--- config.mk ---
export PLATFORM = sky130hd
export DESIGN_NAME = log_readout_ctrl_flat
export DESIGN_NICKNAME = d
export VERILOG_FILES = /design/src/rtl/log_readout_if.sv /design/src/rtl/log_readout_ctrl.sv /design/src/flat_wrapper.sv
export SDC_FILE = /design/constraint.sdc
export NUM_CORES = 1
export LEC_CHECK = 0
export CAP_MARGIN = 10
export CORE_ASPECT_RATIO = 2
export CORE_MARGIN = 5
export CORE_UTILIZATION = 30
export CTS_CLUSTER_DIAMETER = 40
export DETAILED_ROUTE_END_ITERATION = 6
export PLACE_DENSITY = 0.59
export SLEW_MARGIN = 5
export SYNTH_ARGS = -nofsm -noshare
export SYNTH_HDL_FRONTEND = slang
export SYNTH_SLANG_ARGS = --single-unit
export TNS_END_PERCENT = 10
--- constraint.sdc ---
create_clock -name clk -period 7.5 [get_ports clk]
set_input_delay 1.5 -clock clk [delete_from_list [all_inputs] [get_ports clk]]
set_output_delay 1.5 -clock clk [all_outputs]
set_load 0.02 [all_outputs]
--- src/rtl/log_readout_if.sv ---
// Bundle of command, logging-memory and byte-stream signals between the
// readout controller (master side) and its environment (slave side).
interface log_readout_if #(
    parameter int ADDR_WIDTH = 15,
    parameter int DATA_WIDTH = 32
);
    logic                  i_cmd_valid;
    logic [1:0]            i_cmd;
    logic                  i_mem_full;
    logic [DATA_WIDTH-1:0] i_data_log;
    logic                  o_run_log;
    logic                  o_read_log;
    logic [ADDR_WIDTH-1:0] o_addr_log;
    logic [7:0]            o_tx_data;
    logic                  o_tx_valid;
    logic                  i_tx_ready;
    logic                  o_busy;
    logic                  o_done;
    logic                  o_timeout;

    modport master (
        input  i_cmd_valid, i_cmd, i_mem_full, i_data_log, i_tx_ready,
        output o_run_log, o_read_log, o_addr_log, o_tx_data, o_tx_valid,
               o_busy, o_done, o_timeout
    );

    modport slave (
        output i_cmd_valid, i_cmd, i_mem_full, i_data_log, i_tx_ready,
        input  o_run_log, o_read_log, o_addr_log, o_tx_data, o_tx_valid,
               o_busy, o_done, o_timeout
    );
endinterface

--- src/rtl/log_readout_ctrl.sv ---
// Logging-memory readout sequencer: arms a capture run, waits for the
// memory-full flag, then walks every address and serialises each read word
// MSB-first onto a valid/ready byte stream.
module log_readout_ctrl #(
    parameter int ADDR_WIDTH = 15,
    parameter int DATA_WIDTH = 32,
    parameter int RD_LAT     = 1,
    parameter int TIMEOUT_W  = 24
) (
    input  logic          clk,
    input  logic          i_rst,
    log_readout_if.master bus
);
    localparam int NBYTES = DATA_WIDTH / 8;
    localparam int BI_W   = $clog2(NBYTES + 1);
    localparam int CNT_W  = $clog2(RD_LAT + 2) + 1;

    localparam logic [1:0] CMD_CAPTURE = 2'd1;
    localparam logic [1:0] CMD_DUMP    = 2'd2;
    localparam logic [1:0] CMD_ABORT   = 2'd3;

    typedef enum logic [2:0] {
        S_IDLE,
        S_ARM,
        S_WAIT_FULL,
        S_READY,
        S_REQ,
        S_SETTLE,
        S_FETCH,
        S_SEND
    } state_t;

    state_t                state_q, state_d;
    logic [ADDR_WIDTH-1:0] addr_q, addr_d;
    logic [DATA_WIDTH-1:0] shift_q, shift_d;
    logic [BI_W-1:0]       byte_idx_q, byte_idx_d;
    logic [CNT_W-1:0]      cnt_q, cnt_d;
    logic [TIMEOUT_W-1:0]  wd_q, wd_d, wd_inc;
    logic                  full_seen_q, full_seen_d;
    logic                  timeout_q, timeout_d;
    logic                  run_log_q, run_log_d;
    logic                  read_log_q, read_log_d;
    logic                  busy_q, busy_d;
    logic                  done_q, done_d;
    logic                  tx_valid_q, tx_valid_d;
    logic                  cmd_ok;
    logic                  accept;

    // Commands are dropped while any one-cycle pulse output is high.
    assign cmd_ok = bus.i_cmd_valid && !(run_log_q || read_log_q || done_q);
    assign accept = tx_valid_q && bus.i_tx_ready;
    assign wd_inc = wd_q + TIMEOUT_W'(1);

    // Next-state, datapath and next-output computation.
    always_comb begin
        state_d     = state_q;
        addr_d      = addr_q;
        shift_d     = shift_q;
        byte_idx_d  = byte_idx_q;
        cnt_d       = cnt_q;
        wd_d        = wd_q;
        full_seen_d = full_seen_q;
        timeout_d   = timeout_q;
        done_d      = 1'b0;

        if (cmd_ok && bus.i_cmd == CMD_ABORT) begin
            // ABORT beats everything, including a last-byte acceptance.
            state_d = S_IDLE;
        end else begin
            case (state_q)
                S_IDLE: begin
                    if (cmd_ok && bus.i_cmd == CMD_CAPTURE) begin
                        state_d = S_ARM;
                    end else if (cmd_ok && bus.i_cmd == CMD_DUMP && full_seen_q) begin
                        state_d = S_REQ;
                    end
                end
                S_ARM: begin
                    timeout_d   = 1'b0;
                    full_seen_d = 1'b0;
                    wd_d        = '0;
                    state_d     = S_WAIT_FULL;
                end
                S_WAIT_FULL: begin
                    wd_d = wd_inc;
                    if (bus.i_mem_full) begin
                        full_seen_d = 1'b1;
                        state_d     = S_READY;
                    end else if (&wd_inc) begin
                        timeout_d = 1'b1;
                        state_d   = S_IDLE;
                    end
                end
                S_READY: begin
                    if (cmd_ok && bus.i_cmd == CMD_DUMP) begin
                        state_d = S_REQ;
                    end else if (cmd_ok && bus.i_cmd == CMD_CAPTURE) begin
                        state_d = S_ARM;
                    end
                end
                S_REQ: begin
                    addr_d  = '0;
                    cnt_d   = '0;
                    state_d = S_SETTLE;
                end
                S_SETTLE: begin
                    // Two cycles for the memory to switch into its read state.
                    if (cnt_q == CNT_W'(1)) begin
                        cnt_d   = '0;
                        state_d = S_FETCH;
                    end else begin
                        cnt_d = cnt_q + CNT_W'(1);
                    end
                end
                S_FETCH: begin
                    // Address is held RD_LAT cycles, then the word is captured.
                    if (cnt_q == CNT_W'(RD_LAT)) begin
                        shift_d    = bus.i_data_log;
                        byte_idx_d = '0;
                        state_d    = S_SEND;
                    end else begin
                        cnt_d = cnt_q + CNT_W'(1);
                    end
                end
                S_SEND: begin
                    if (accept) begin
                        shift_d    = shift_q << 8;
                        byte_idx_d = byte_idx_q + BI_W'(1);
                        if (byte_idx_q == BI_W'(NBYTES - 1)) begin
                            if (&addr_q) begin
                                done_d  = 1'b1;
                                state_d = S_READY;
                            end else begin
                                addr_d  = addr_q + ADDR_WIDTH'(1);
                                cnt_d   = '0;
                                state_d = S_FETCH;
                            end
                        end
                    end
                end
                default: state_d = S_IDLE;
            endcase
        end

        // Outputs are registered from the state being entered.
        run_log_d  = (state_d == S_ARM);
        read_log_d = (state_d == S_REQ);
        busy_d     = (state_d != S_IDLE);
        tx_valid_d = (state_d == S_SEND);
    end

    // State and output registers with asynchronous reset.
    always_ff @(posedge clk or posedge i_rst) begin
        if (i_rst) begin
            state_q     <= S_IDLE;
            addr_q      <= '0;
            shift_q     <= '0;
            byte_idx_q  <= '0;
            cnt_q       <= '0;
            wd_q        <= '0;
            full_seen_q <= 1'b0;
            timeout_q   <= 1'b0;
            run_log_q   <= 1'b0;
            read_log_q  <= 1'b0;
            busy_q      <= 1'b0;
            done_q      <= 1'b0;
            tx_valid_q  <= 1'b0;
        end else begin
            state_q     <= state_d;
            addr_q      <= addr_d;
            shift_q     <= shift_d;
            byte_idx_q  <= byte_idx_d;
            cnt_q       <= cnt_d;
            wd_q        <= wd_d;
            full_seen_q <= full_seen_d;
            timeout_q   <= timeout_d;
            run_log_q   <= run_log_d;
            read_log_q  <= read_log_d;
            busy_q      <= busy_d;
            done_q      <= done_d;
            tx_valid_q  <= tx_valid_d;
        end
    end

    assign bus.o_run_log  = run_log_q;
    assign bus.o_read_log = read_log_q;
    assign bus.o_addr_log = addr_q;
    assign bus.o_tx_data  = shift_q[DATA_WIDTH-1 -: 8];
    assign bus.o_tx_valid = tx_valid_q;
    assign bus.o_busy     = busy_q;
    assign bus.o_done     = done_q;
    assign bus.o_timeout  = timeout_q;
endmodule

--- src/flat_wrapper.sv ---
// flat-port wrapper written by rule: the top's interface ports become plain ports
module log_readout_ctrl_flat 
#(
    parameter int ADDR_WIDTH = 15,
    parameter int DATA_WIDTH = 32,
    parameter int RD_LAT     = 1,
    parameter int TIMEOUT_W  = 24
)
  (clk, i_rst, bus_i_cmd_valid, bus_i_cmd, bus_i_mem_full, bus_i_data_log, bus_i_tx_ready, bus_o_run_log, bus_o_read_log, bus_o_addr_log, bus_o_tx_data, bus_o_tx_valid, bus_o_busy, bus_o_done, bus_o_timeout);
  log_readout_if #(.ADDR_WIDTH(ADDR_WIDTH), .DATA_WIDTH(DATA_WIDTH)) bus_i ();
  input  logic clk;
  input  logic i_rst;
  input wire logic [$bits(bus_i.i_cmd_valid)-1:0] bus_i_cmd_valid;
  input wire logic [$bits(bus_i.i_cmd)-1:0] bus_i_cmd;
  input wire logic [$bits(bus_i.i_mem_full)-1:0] bus_i_mem_full;
  input wire logic [$bits(bus_i.i_data_log)-1:0] bus_i_data_log;
  input wire logic [$bits(bus_i.i_tx_ready)-1:0] bus_i_tx_ready;
  output wire logic [$bits(bus_i.o_run_log)-1:0] bus_o_run_log;
  output wire logic [$bits(bus_i.o_read_log)-1:0] bus_o_read_log;
  output wire logic [$bits(bus_i.o_addr_log)-1:0] bus_o_addr_log;
  output wire logic [$bits(bus_i.o_tx_data)-1:0] bus_o_tx_data;
  output wire logic [$bits(bus_i.o_tx_valid)-1:0] bus_o_tx_valid;
  output wire logic [$bits(bus_i.o_busy)-1:0] bus_o_busy;
  output wire logic [$bits(bus_i.o_done)-1:0] bus_o_done;
  output wire logic [$bits(bus_i.o_timeout)-1:0] bus_o_timeout;
  assign bus_i.i_cmd_valid = bus_i_cmd_valid;
  assign bus_i.i_cmd = bus_i_cmd;
  assign bus_i.i_mem_full = bus_i_mem_full;
  assign bus_i.i_data_log = bus_i_data_log;
  assign bus_i.i_tx_ready = bus_i_tx_ready;
  assign bus_o_run_log = bus_i.o_run_log;
  assign bus_o_read_log = bus_i.o_read_log;
  assign bus_o_addr_log = bus_i.o_addr_log;
  assign bus_o_tx_data = bus_i.o_tx_data;
  assign bus_o_tx_valid = bus_i.o_tx_valid;
  assign bus_o_busy = bus_i.o_busy;
  assign bus_o_done = bus_i.o_done;
  assign bus_o_timeout = bus_i.o_timeout;
  log_readout_ctrl #(.ADDR_WIDTH(ADDR_WIDTH), .DATA_WIDTH(DATA_WIDTH), .RD_LAT(RD_LAT), .TIMEOUT_W(TIMEOUT_W)) u_core (.clk(clk), .i_rst(i_rst), .bus(bus_i));
endmodule
==> flow_summary.toml <==
[run_status]
outcome = "finished, final reports clean"

[setup_path]
cp_max_fo = 24
startpoint = "bus_i_cmd[0]"
crit_arrival_ns = 4.26
end_kind = "flip-flop"
worstReg2RegStart = "u_core.state_q[0]"
worst_path_max_delay_cell = "nand3_1"
path_class = "input port to flip-flop"
cp_cell_sequence = "clkdlybuf4s50_1 -> and3_1 -> nor2_1 -> nand3_1 -> or3_1 -> o21ai_0"
critPathLaunchType = "input port"
reg2regPathDepth = 7
required_ns = 7.76
slowest_delay_ns = 0.77

[grt]
grt_pass1_vias = 4284
grt-ovfl-total = 0
track_usage_pct = 13.8
grt_antenna_before_repair = 0
grt_pass1_wl_um = 21200
grt_max_degree = 68

[placed_design]
pre_cts_ws_ns = 3.20
place_area_um2 = 5650
dp_hpwl_um = 9450
place_congestion = 0.931
portBuffers = 67

[die]
fp.coreArea_um2 = 16200
start_util_pct = 30.2
die_y_um = 191
die_w_um = 100
io_pins = 68
dieArea_um2 = 19100
rows = 66

[layout]
area_delta_synth_final_pct = 22.2
diodes = 0
fin_nets = 645
final_area_um2 = 5970
drive_above_1_share_pct = 5.96
fillCellCount = 1664

[sta]
whs_ns = 0.509
slew_headroom_pct = 35.9
rsz0062_at_grt = "false"
layout_setup_ws_ns = 3.50
final.period_utilization_pct = 53.3
fin_skew_ns = 0.00860
timing.fmax_ghz = 0.250
setup_violations = 0
tns_ns = 0
hold_violations = 0
tightest_slew_ns = 0.959
fin_crit_ns = 4.00
finalMaxSlewViolations = 0

[pwr]
ir_drop_v = 0.000174
powerDensity_nw_per_um2 = 300
p_total_w = 0.00179
leakage_nw = 2.58

[min_path]
min_path_type = "flip-flop to flip-flop"
hold_start = "u_core.byte_idx_q[0]"
hold_depth = 1

[cts]
post_cts_buffers = 0
clk_pin_slew_ns = 0.06
insertion_delay_ns = 0.34
clkSinkCount = 87
cts_resized = 0
numCtsBuffers = 9
clockRootBuffer = "clkbuf_16"
hold_buffers = 0
h-tree-depth = 3
cts_tree = "done"
clockBufferDepth = 2

[logic_synthesis]
synthFlopType = "dfrtp_1"
yosysTopAreaCell = "dfrtp_1"
synth_seq_area_share_pct = 44.5
yosysMostFrequentCell = "dfrtp_1"
synth_area_um2 = 4890
synth_top_area_share_pct = 44.5
async_reset_ff_share_pct = 100
syn_nets = 603
ys_warn_count = 0
synth_edf_count = 0
synth_area_leaders = "dfrtp_1 45%, o21ai_0 5.5%, nor2_1 5.5%"
ys_seq_elements = 87
netlist_instances = 557
synth_commonest_cells = "87 x dfrtp_1, 71 x nor2_1, 54 x o21ai_0"
syn-mean-instance-area_um2 = 8.77
ys_types = 56

[routing]
vias_per_cell = 5.23
wl_per_cell_um = 15.9
wirelength_um = 12900
antenna_left = 0
vias = 4227
drt_iter0_drc = 199
drtPass1Iterations = 4
drc = 0

[job]
max-cap-violations = 0
[critical path, delay by kind of cell]
family	cells	cell delay (ns)
AOI/OAI and AO/OA	1	0.08
buffers and inverters	1	0.57
and+or+nand+nor	4	2.10
[through the flow]
| step | cells | utilization (%) |
|---|---|---|
| finish | 808 | 36.9 |
| floorplan | 557 | - |
| CTS | 808 | 36.9 |
| detailed placement | 792 | 34.9 |
| global placement | 792 | 34.9 |
| global route | 808 | 36.9 |
[cell type report]
type	count	area, um2	share of cell area [%]
multi-input cells	407	2430	40.6
flip-flops and latches	87	2180	36.4
repair buffers	71	701	11.7
well taps	204	255	4.27
clock buffers	9	225	3.77
clock inverters	7	103	1.72
inverters	23	87.6	1.47
[final timing paths]
kind                       slack, ns                   endpoint
setup / recovery                3.50            u_core.wd_q[20]
hold / removal                  0.51       u_core.byte_idx_q[0]
setup reg to reg                4.49       u_core.bus.o_run_log
hold reg to reg                 0.51       u_core.byte_idx_q[0]
max in group asynchronous       4.85  u_core.bus.o_addr_log[14]
min in group asynchronous       1.46          u_core.shift_q[1]
[cells by family (layout without fill, tap and decap cells)]
kind of cell | after synthesis | count (layout) | share of synthesized area (%)
multiplexers | 19 | 19 | 3.89
AND/OR/NAND/NOR | 221 | 221 | 23.3
flip-flops | 87 | 87 | 44.5
XOR/XNOR | 17 | 17 | 3.05
adder cells (fa/ha/maj) | 7 | 7 | 1.79
AO/OA/AOI/OAI | 143 | 143 | 17.5
buffers and inverters | 63 | 110 | 5.96
[layer usage]
metal / up-vias / part of all wire, % / routed length (um) / global-route usage, %
li1: 2055 / - / - / -
met5: - / 0 / 0 / 0
met4: 0 / 3.2 / 416 / 6.85
met3: 25 / 3.9 / 497 / 2.27
met1: 2042 / 38 / 4950 / 14.7
met2: 105 / 54 / 7000 / 25.5
[layout by cell type, fill, tap and decap left out, types with 3 or more instances in the layout]
cell / synthesis / final
a21o_1: 4 / 4
a21oi_1: 50 / 50
a31oi_1: 4 / 4
and3_1: 12 / 12
and4_1: 3 / 3
buf_4: 9 / 4
clkbuf_16: 0 / 9
clkdlybuf4s50_1: 0 / 67
dfrtp_1: 87 / 87
ha_1: 7 / 7
inv_1: 23 / 22
inv_6: 0 / 3
mux2i_1: 19 / 19
nand2_1: 44 / 44
nand2b_1: 4 / 4
nand3_1: 33 / 33
nand4_1: 15 / 15
nor2_1: 71 / 71
nor3_1: 14 / 14
nor4_2: 3 / 3
o21ai_0: 54 / 54
o2bb2ai_1: 3 / 3
o31ai_1: 8 / 8
or3_1: 5 / 5
xnor2_1: 10 / 10
xor2_1: 7 / 7
[flip-flops by register name, summed over array words and instances (netlist names)]
signal and count:
u_core.bus.o_tx_valid 1, u_core.bus.o_addr_log 15, u_core.bus.o_run_log 1, u_core.bus.o_done 1
u_core.bus.o_read_log 1, u_core.shift_q 32, u_core.wd_q 24, u_core.cnt_q 3
u_core.full_seen_q 1, u_core.byte_idx_q 3, u_core.state_q 3, u_core.bus.o_busy 1
u_core.bus.o_timeout 1
[report_power, final]
part | internal [W] | switching (W)
Clock | 0.000296 | 0.000195
Combinational | 0.000246 | 0.000359
Sequential | 0.000582 | 0.000115
No activity file was read; power rests on OpenSTA's default activity.
